<file path="src/rtl/rf_512x32_arb_pkg.sv">
// Shared types for the 512x32 register-file arbiter: request/write-port records,
// init sequencer states and the macro geometry.
package rf_arb_pkg;

    localparam int RfDepth = 512;
    localparam int RfDW    = 32;
    localparam int RfAW    = $clog2(RfDepth);

    // Records are sized for the default macro geometry (AW = 9, DW = 32).
    typedef struct packed {
        logic            we;
        logic [RfAW-1:0] addr;
        logic [RfDW-1:0] wdata;
        logic [RfDW-1:0] wmask;
    } rf_req_t;

    typedef struct packed {
        logic            wen;
        logic [RfAW-1:0] waddr;
        logic [RfDW-1:0] wdata;
        logic [RfDW-1:0] wmask;
    } rf_wport_t;

    typedef enum logic {
        IDLE = 1'b0,
        INIT = 1'b1
    } init_state_e;

endpackage

</file>
<file path="src/rtl/rf_rr_arb2.sv">
// Two-way round-robin arbiter; the pointer names the requester that wins the
// next contended cycle and moves to the loser after every contention.
module rf_rr_arb2 (
    input  logic       clk_i,
    input  logic       rst_ni,
    input  logic [1:0] req_i,
    output logic [1:0] gnt_o
);

    logic ptr_q, ptr_d;

    // NOTE: every combinational output gets a default first, so no path can infer a latch.
    always_comb begin
        gnt_o = 2'b00;
        ptr_d = ptr_q;
        unique case (req_i)
            2'b01:   gnt_o = 2'b01;
            2'b10:   gnt_o = 2'b10;
            2'b11: begin
                gnt_o = ptr_q ? 2'b10 : 2'b01;
                ptr_d = ~ptr_q;
            end
            default: gnt_o = 2'b00;
        endcase
    end

    // NOTE: state registers use non-blocking assignments so all flops update together.
    always_ff @(posedge clk_i or negedge rst_ni) begin
        if (!rst_ni) begin
            ptr_q <= 1'b0;
        end else begin
            ptr_q <= ptr_d;
        end
    end

endmodule

</file>
<file path="src/rtl/rf_512x32_arb.sv">
// Two-requester front end for the 512x32 1R1W bit-masked register-file macro,
// with independent read/write arbitration and a zero-fill init sequencer.
module rf_512x32_arb
    import rf_arb_pkg::*;
#(
    parameter int AW          = 9,
    parameter int DW          = 32,
    parameter bit InitOnReset = 1'b1
) (
    input  logic               clk_i,
    input  logic               rst_ni,
    input  logic [1:0]         req_i,
    input  logic [1:0]         we_i,
    input  logic [1:0][AW-1:0] addr_i,
    input  logic [1:0][DW-1:0] wdata_i,
    input  logic [1:0][DW-1:0] wmask_i,
    output logic [1:0]         gnt_o,
    output logic [1:0]         rvalid_o,
    output logic [DW-1:0]      rdata_o,
    input  logic               init_i,
    output logic               init_busy_o,
    output logic               init_done_o,
    output logic               rf_wen_o,
    output logic [AW-1:0]      rf_waddr_o,
    output logic [DW-1:0]      rf_wdata_o,
    output logic [DW-1:0]      rf_wmask_o,
    output logic               rf_ren_o,
    output logic [AW-1:0]      rf_raddr_o,
    input  logic [DW-1:0]      rf_rdata_i
);

    localparam logic [AW:0]   LastAddr   = (AW+1)'(2**AW - 1);
    localparam init_state_e   ResetState = InitOnReset ? INIT : IDLE;

    init_state_e      state_q, state_d;
    logic [AW:0]      cnt_q, cnt_d;
    logic             done_q, done_d;
    logic [1:0]       rvalid_q;
    logic             idle, filling, wr_go;
    logic [1:0]       wr_cand, rd_cand, wr_gnt, rd_gnt;
    rf_req_t [1:0]    rq;
    rf_req_t          wr_req;
    rf_wport_t        wport;

    // The reset state may be INIT, yet every output must read 0 while reset is
    // held, so rst_ni also qualifies the combinational outputs.
    assign idle    = rst_ni && (state_q == IDLE);
    assign filling = rst_ni && (state_q == INIT);

    always_comb begin
        for (int n = 0; n < 2; n++) begin
            rq[n] = '{we: we_i[n], addr: addr_i[n], wdata: wdata_i[n], wmask: wmask_i[n]};
        end
    end

    assign wr_cand = idle ? (req_i & we_i) : 2'b00;

    rf_rr_arb2 u_wr_arb (
        .clk_i  (clk_i),
        .rst_ni (rst_ni),
        .req_i  (wr_cand),
        .gnt_o  (wr_gnt)
    );

    assign wr_go  = |wr_gnt;
    assign wr_req = wr_gnt[1] ? rq[1] : rq[0];

    // A read hitting the address written this cycle stands down and retries.
    always_comb begin
        rd_cand = 2'b00;
        for (int n = 0; n < 2; n++) begin
            rd_cand[n] = idle && req_i[n] && !we_i[n]
                         && !(wr_go && (addr_i[n] == wr_req.addr));
        end
    end

    rf_rr_arb2 u_rd_arb (
        .clk_i  (clk_i),
        .rst_ni (rst_ni),
        .req_i  (rd_cand),
        .gnt_o  (rd_gnt)
    );

    assign gnt_o = wr_gnt | rd_gnt;

    always_comb begin
        wport = '0;
        if (filling) begin
            wport = '{wen: 1'b1, waddr: cnt_q[AW-1:0], wdata: '0, wmask: '1};
        end else if (wr_go) begin
            wport = '{wen: 1'b1, waddr: wr_req.addr, wdata: wr_req.wdata, wmask: wr_req.wmask};
        end
    end

    assign rf_wen_o   = wport.wen;
    assign rf_waddr_o = wport.waddr;
    assign rf_wdata_o = wport.wdata;
    assign rf_wmask_o = wport.wmask;

    assign rf_ren_o   = |rd_gnt;
    assign rf_raddr_o = rd_gnt[1] ? addr_i[1] : (rd_gnt[0] ? addr_i[0] : '0);

    assign rvalid_o    = rvalid_q;
    assign rdata_o     = (|rvalid_q) ? rf_rdata_i : '0;
    assign init_busy_o = filling;
    assign init_done_o = done_q;

    always_comb begin
        state_d = state_q;
        cnt_d   = cnt_q;
        done_d  = done_q;
        unique case (state_q)
            IDLE: begin
                if (init_i) begin
                    state_d = INIT;
                    cnt_d   = '0;
                    done_d  = 1'b0;
                end
            end
            INIT: begin
                cnt_d = cnt_q + 1'b1;
                if (cnt_q == LastAddr) begin
                    state_d = IDLE;
                    cnt_d   = '0;
                    done_d  = 1'b1;
                end
            end
            default: state_d = IDLE;
        endcase
    end

    always_ff @(posedge clk_i or negedge rst_ni) begin
        if (!rst_ni) begin
            state_q  <= ResetState;
            cnt_q    <= '0;
            done_q   <= 1'b0;
            rvalid_q <= 2'b00;
        end else begin
            state_q  <= state_d;
            cnt_q    <= cnt_d;
            done_q   <= done_d;
            rvalid_q <= rd_gnt;
        end
    end

endmodule
</file>
<file path="config.mk">
export PLATFORM = sky130hd
export DESIGN_NAME = rf_512x32_arb
export DESIGN_NICKNAME = d
export VERILOG_FILES = /design/src/rtl/rf_512x32_arb_pkg.sv /design/src/rtl/rf_rr_arb2.sv /design/src/rtl/rf_512x32_arb.sv
export SDC_FILE = /design/constraint.sdc
export NUM_CORES = 1
export LEC_CHECK = 0
export ABC_AREA = 1
export BUFFER_PORTS_ARGS = -buffer_cell sky130_fd_sc_hd__buf_2
export CORE_AREA = 3 3 118 120
export CTS_BUF_LIST = sky130_fd_sc_hd__clkbuf_16
export CTS_CLUSTER_SIZE = 12
export DETAILED_ROUTE_END_ITERATION = 8
export DIE_AREA = 0 0 121 123
export GPL_TIMING_DRIVEN = 0
export SLEW_MARGIN = 20
export SYNTH_ARGS = -nofsm -noshare
export SYNTH_HDL_FRONTEND = slang
export SYNTH_SLANG_ARGS = --single-unit
</file>
<file path="constraint.sdc">
create_clock -name clk_i -period 2.07 [get_ports clk_i]
set_input_delay 0.3105 -clock clk_i [delete_from_list [all_inputs] [get_ports clk_i]]
set_output_delay 0.3105 -clock clk_i [all_outputs]
set_load 0.01 [all_outputs]
</file>
Word level (Yosys, flattened, before mapping)

Index checks and enable logic that the tools add are counted.

Bitwise operators: 5
Add/sub/neg operators: 1
Reductions and logical operators: 18
Mux-type cells: 20
Equal/unequal tests: 11

Operators by type and width:

| cell                                                                   | count |
|---|---|
| 74-bit two-way mux                                                     | 2 |
| 73-bit two-way mux                                                     | 1 |
| 32-bit two-way mux                                                     | 1 |
| 10-bit two-way mux                                                     | 2 |
| 10-bit one-hot mux with 2 select lines                                 | 1 |
| 9-bit equality test                                                    | 2 |
| 9-bit two-way mux                                                      | 2 |
| 2-bit one-hot mux with 3 select lines                                  | 2 |
| 10-bit by 1-bit adder with 10-bit output, second input constant        | 1 |
| 10-bit by 9-bit equality test with 1-bit output, second input constant | 1 |
| 1-bit logical AND                                                      | 10 |
| 2-bit equality test, second input constant                             | 4 |
| 2-bit two-way mux                                                      | 3 |
| 2-bit OR reduction                                                     | 3 |
| 2-bit by 1-bit equality test with 1-bit output, second input constant  | 2 |
| 1-bit zero test                                                        | 4 |
| 1-bit two-way mux                                                      | 4 |
| 1-bit one-hot mux with 2 select lines                                  | 2 |
| 1-bit NOT                                                              | 3 |
| 2-bit bitwise AND                                                      | 1 |
| 2-bit by 1-bit != test with 1-bit output, second input constant        | 1 |
| 2-bit != test, second input constant                                   | 1 |
| 2-bit OR                                                               | 1 |
| 2-bit AND reduction                                                    | 1 |

Word-level logic and storage cells: 61
Register bits after elaboration: 16
Input bits: 185

Longest topological paths before layout

Depth in word-level cells: 14
Mapped depth: 16

Hierarchy

Synthesis repeated with hierarchy kept, for this count alone.

Cells, all modules: 540
Area total of the unflattened synthesis: 2811.4 µm²

Modules (own cells, without submodules):

| module        | seq. area each (µm²) | cells each | times used | area each (µm²) |
|---|---|---|---|---|
| rf_512x32_arb | 351.6                | 524        | 1          | 2691.3 |
| rf_rr_arb2    | 25.0                 | 8          | 2          | 60.1 |

Worst setup path after synthesis

OpenSTA, ideal clock, no wires.

Path kind: reg-to-output
From: register state_q
To: output rf_wdata_o[23]
Buffers on the path: 4
Path slack: -52 ps
Stages on the path, launching flop included: 11
Arrival time: 1812 ps
Required time: 1760 ps
Cells stage by stage: dfstp_2 -> buf_6 -> inv_6 -> nand2_4 -> nor2_8 -> nand2_4 -> buf_6 -> clkbuf_1 -> clkbuf_1 -> nand2_1 -> a21oi_1

Longest elaborated chain between the ends: 8

RTL lines:

| item                                                                                         | RTL line                                 | RTL |
|---|---|---|
| from (decl)                                                                                  | rf_512x32_arb.sv:35                      | `init_state_e state_q, state_d;` |
| from (signal assigned)                                                                       | rf_512x32_arb.sv:134                     | `state_q <= ResetState;` |
| from (signal assigned)                                                                       | rf_512x32_arb.sv:139                     | `state_q <= state_d;` |
| 1-bit NOT                                                                                    | --                                       |  |
| 1-bit logical AND                                                                            | rf_512x32_arb.sv:47                      | `assign idle = rst_ni && (state_q == IDLE);` |
| 2-bit two-way mux                                                                            | rf_512x32_arb.sv:56                      | `assign wr_cand = idle ? (req_i & we_i) : 2'b00;` |
| 2-bit equality test / 2-bit by 1-bit equality test with 1-bit output (equally long branches) | rf_rr_arb2.sv:16                         | `unique case (req_i)` |
| 2-bit one-hot mux with 3 select lines                                                        | rf_rr_arb2.sv:16                         |  |
| 73-bit two-way mux / 2-bit OR reduction (equally long branches)                              | rf_512x32_arb.sv:66, rf_512x32_arb.sv:65 |  |
| 74-bit two-way mux                                                                           | rf_512x32_arb.sv:90                      | `end else if (wr_go) begin` |
| 74-bit two-way mux (*)                                                                       | rf_512x32_arb.sv:88                      | `if (filling) begin` |
| to (decl)                                                                                    | rf_512x32_arb.sv:25                      | `output logic [DW-1:0] rf_wdata_o,` |

Every way passes the cells marked *; elsewhere a longest branch is shown, timed or not.

Final worst setup path

From: register state_q
To: output rf_raddr_o[6]

Longest elaborated chain between the ends: 14

RTL lines:

| item                                                                                         | RTL line             | RTL |
|---|---|---|
| 1-bit NOT (*)                                                                                | --                   |  |
| 1-bit logical AND (*)                                                                        | rf_512x32_arb.sv:47  |  |
| 2-bit two-way mux                                                                            | rf_512x32_arb.sv:56  |  |
| 2-bit equality test / 2-bit by 1-bit equality test with 1-bit output (equally long branches) | rf_rr_arb2.sv:16     |  |
| 2-bit one-hot mux with 3 select lines                                                        | rf_rr_arb2.sv:16     |  |
| 73-bit two-way mux                                                                           | rf_512x32_arb.sv:66  | `assign wr_req = wr_gnt[1] ? rq[1] : rq[0];` |
| 9-bit equality test                                                                          | rf_512x32_arb.sv:73  | `&& !(wr_go && (addr_i[n] == wr_req.addr));` |
| 1-bit logical AND                                                                            | rf_512x32_arb.sv:73  |  |
| 1-bit zero test                                                                              | rf_512x32_arb.sv:73  |  |
| 1-bit logical AND                                                                            | rf_512x32_arb.sv:73  |  |
| 2-bit equality test / 2-bit by 1-bit equality test with 1-bit output (equally long branches) | rf_rr_arb2.sv:16     |  |
| 2-bit one-hot mux with 3 select lines (*)                                                    | rf_rr_arb2.sv:16     |  |
| 9-bit two-way mux                                                                            | rf_512x32_arb.sv:101 | `assign rf_raddr_o = rd_gnt[1] ? addr_i[1] : (rd_gnt[0] ? addr_i[0] : '0);` |
| 9-bit two-way mux (*)                                                                        | rf_512x32_arb.sv:101 |  |
| to (decl)                                                                                    | rf_512x32_arb.sv:28  | `output logic [AW-1:0] rf_raddr_o,` |

Marks and branches as above.

==> summary.md <==
## Routing
- **final antenna-violating net count** 0
- **sum of routed wire segments on met1** 6610 µm
- **Routed met2 length** 9380 µm
- **wire length on met3** 1510 µm
- **vias per std cell** 4.81
- **final routed wirelength across all metal layers** 18000 µm
- **count of routing violations after the opening detailed-route iteration** 224
- **highest routing layer actually used** met4
- **drc violations** 0
- **average routed wire per standard cell** 16.6 µm
- **via count of the routed design** 5214
- **DR pass1 iterations** 4

## Timing
- **final-report hold violation count** 0
- **Final Cycle Share** 124%
- **actual slew at the worst max-slew pin** 0.748 ns
- **min Tclk post-route** 2.57 ns
- **setup slack of the critical path after layout** -0.501 ns
- **count of final setup violators** 86
- **final-layout setup total negative slack** -32.92 ns
- **max-slew violation count** 0
- **highest attainable clock frequency** 389 MHz
- **unrepaired setup endpoints after global routing** true
- **Slew Limit Headroom** 50.0%
- **final worst clock skew** 0.00126 ns

## Job
- **number of max-capacitance violations reported** 0

## Clock tree
- **Clock Tree Buf Depth** 2
- **clock sink count** 16
- **TritonCTS clock tree** done
- **number of clock buffers inserted by TritonCTS** 3
- **source-to-sink clock delay at the later pin of the worst-skew pair** 0.25 ns
- **Clock Root Buffer** clkbuf_16
- **number of levels the H-tree was split into** 1
- **clock-pin slew reported for the worst setup and hold paths after clock tree synthesis** 0.05 ns

## Cells and area
- **area growth from synthesis to layout** 109%
- **area taken by multi-input logic gates** 2560 µm²
- **Layout Nets** 1088
- **most used cells in the layout excluding fill and tap cells** 299 x buf_2, 109 x nand2_1, 70 x inv_1
- **number of inserted filler cells in the final layout** 1373
- **share of final-layout standard cells stronger than drive strength 1** 58.0%
- **most common library cell in the layout ignoring fill and taps** buf_2
- **Sequential Area** 402 µm²

## Critical path
- **Worst EP required** 1.76 ns
- **critical path data arrival time** 2.26 ns
- **cell family contributing the most delay on the critical path** simple AND/OR/NAND/NOR gates
- **Worst setup startpoint** state_q$_DFF_PN1_
- **launching element type of the critical path** flop
- **type of the worst setup path** reg -> out
- **Max FO, Critical Path** 5
- **Cell Chain, Critical Path** inv_6 > nand2_8 > nor2_8 > nand2_4 > buf_6 > nand3_2 > nand2_2 > nor2_2 > nand2_2 > nor2_4 > nor2_4 > nand2_4 > buf_16 > nand3_2 > nand2_1 > buf_2
- **delay of the slowest critical-path stage** 0.59 ns
- **Slowest-stage cell, CP** dfstp_2
- **Reg-to-Reg Start** state_q$_DFF_PN1_
- **element type at the critical path end** output port
- **WP buf/inv** 4

## Placement
- **Place WS** -0.858 ns
- **number of port buffers** 306
- **RD Place Congestion** 0.861
- **placed wire-length estimate** 13500 µm

## Yosys
- **post-synthesis cell count** 544
- **Post-synth top flop** dfrtp_1
- **Synthesized Nets** 730
- **ys async rst share** 100%
- **average cell area after synthesis** 5.46 µm²
- **number of warnings issued by yosys** 0
- **synthesized flop and latch total** 16
- **number of flops mapped to enable cells by yosys** 0
- **number of distinct library cells after synthesis** 31
- **Post-Syn Area** 2970 µm²
- **sequential cell area fraction in the yosys report** 13.5%

## Die
- **I/O pin total** 307
- **Floorplan Core Area** 13100 µm²
- **effective utilization at floorplan** 22.7%
- **vertical die dimension** 123 µm
- **number of rows created at floorplan** 42
- **Die Footprint** 14900 µm²
- **Die Span X** 121 µm

## Hold path
- **worst hold path class** in -> async

## Global route
- **number of global-route vias before repair** 4859
- **global-route wire length before repair** 25100 µm
- **All-Layer GR Usage** 21.3%
- **number of antenna violations at the first check in global routing** 4
- **pin count of the biggest net entering global routing** 16
- **remaining global-route overflow** 0

## Pwr
- **total power per unit cell area** 289 nW/µm²
- **Max VDD drop** 0.247 mV
- **leakage power of the design** 3.48 nW

## Outcome
- **status** finished, violations left
- **violations in the final reports** setup timing

## power breakdown
| group | leakage [nW] | switching (mW) | internal, mW |
|---|---|---|---|
| logic | 3.24 | 0.501 | 0.426 |
| registers | 0.200 | 0.0799 | 0.405 |
| clock network | 0.0423 | 0.131 | 0.257 |
| total | 3.48 | 0.712 | 1.09 |
## what timing repair did
| item | 4_1_cts | 5_1_grt |
|---|---|---|
| pin swaps | 40 | 43 |
| hold endpoints to repair | 15 | 0 |
| setup buffers | 26 | 11 |
| cloned | 13 | 3 |
| endpoints found under the setup margin | 96 | 94 |
| resized for setup | 191 | 79 |
| hold buffers | 1 | 0 |
## layer usage
layer / vias up / global-route usage (%)
met2: 263 / 39.3
met3: 24 / 4.44
li1: 2531 / -
met1: 2396 / 24.3
met5: - / 0
met4: 0 / 7.22
## logic make-up (layout without fill, tap and decap cells)
| logic type | after synthesis | after routing | share of synthesized area (%) |
|---|---|---|---|
| flip-flops | 16 | 16 | 13.5 |
| buffers and inverters | 116 | 473 | 16.7 |
| adder cells (fa/ha/maj) | 1 | 1 | 0.421 |
| XOR/XNOR | 7 | 7 | 2.06 |
| other | 0 | 6 | 0 |
| AO/OA/AOI/OAI | 131 | 131 | 25.7 |
| AND/OR/NAND/NOR | 273 | 273 | 41.6 |
## worst register-to-register path, stage by stage, from the launching register on
cell	delay, ns
dfstp_2	0.59
inv_6	0.05
nand2_8	0.07
nor2_8	0.05
nand2_4	0.12
buf_6	0.14
nand3_2	0.10
nand2_2	0.08
nor2_2	0.04
nand2_2	0.10
nor2_4	0.06
nor2_4	0.14
nand2_4	0.10
buf_16	0.15
buf_4	0.13
inv_1	0.04
## final cells by class
cell class / instances / area share [%]
Timing Repair Buffer: 356 / 36.0
Tap cell: 176 / 3.54
Inverter: 74 / 4.59
Clock inverter: 1 / 0.0604
Multi-Input combinational cell: 412 / 41.2
Clock buffer: 3 / 1.21
Buffer: 39 / 6.68
Sequential cell: 16 / 6.46
Antenna cell: 6 / 0.242
## through the flow
stage	utilization (%)	area, µm²	power [mW]	hold slack [ns]	instances
after global placement	36.2	4730	1.29	0.283	1026
after detailed placement	36.2	4730	1.30	0.289	1026
after floorplan	-	2980	0.895	0.0149	544
after global routing	47.5	6210	1.94	0.0717	1081
after CTS	45.1	5900	1.77	0.0632	1070
final	47.5	6210	1.80	0.0621	1083
## registers in the layout (all words and copies together), names as in the netlist
signal / count
cnt_q: 10
init_done_o: 1
rvalid_o: 2
state_q: 1
u_rd_arb.ptr_q: 1
u_wr_arb.ptr_q: 1
## path summary, 6_finish.rpt
| path | to | slack, ns | cells past startpoint |
|---|---|---|---|
| worst min register to register | u_wr_arb.ptr_q$_DFFE_PN0N_ | 0.51 | 1 |
| worst max-delay path | rf_raddr_o[6] | -0.50 | 16 |
| worst min-delay path | state_q$_DFF_PN1_ | 0.06 | 1 |
| worst max register to register | rvalid_o[1]$_DFF_PN0_ | 0.07 | 15 |
| min in group clk_i | init_done_o$_DFFE_PN0P_ | 0.39 | 3 |
| max in group asynchronous | cnt_q[5]$_DFFE_PN0P_ | 0.84 | 2 |
## Yosys cell counts, types with 3 or more instances
cell type	instances	area share, %
nor2_2	3	0.63
a22oi_1	32	8.1
a21oi_1	66	11
inv_1	72	9.1
dfrtp_1	15	13
clkbuf_1	20	2.5
nand3_1	38	6.4
nand2_1	145	18
nor2_1	50	6.3
buf_2	9	1.5
nand4_1	21	4.4
nand2_4	3	1.1
buf_6	4	1.5
o21ai_0	16	2.7
nand3_2	7	2.4
nor3_1	3	0.51
o22ai_1	15	3.2
buf_1	7	0.89
xor2_1	6	1.8
No activity file was read; power rests on OpenSTA's default activity.
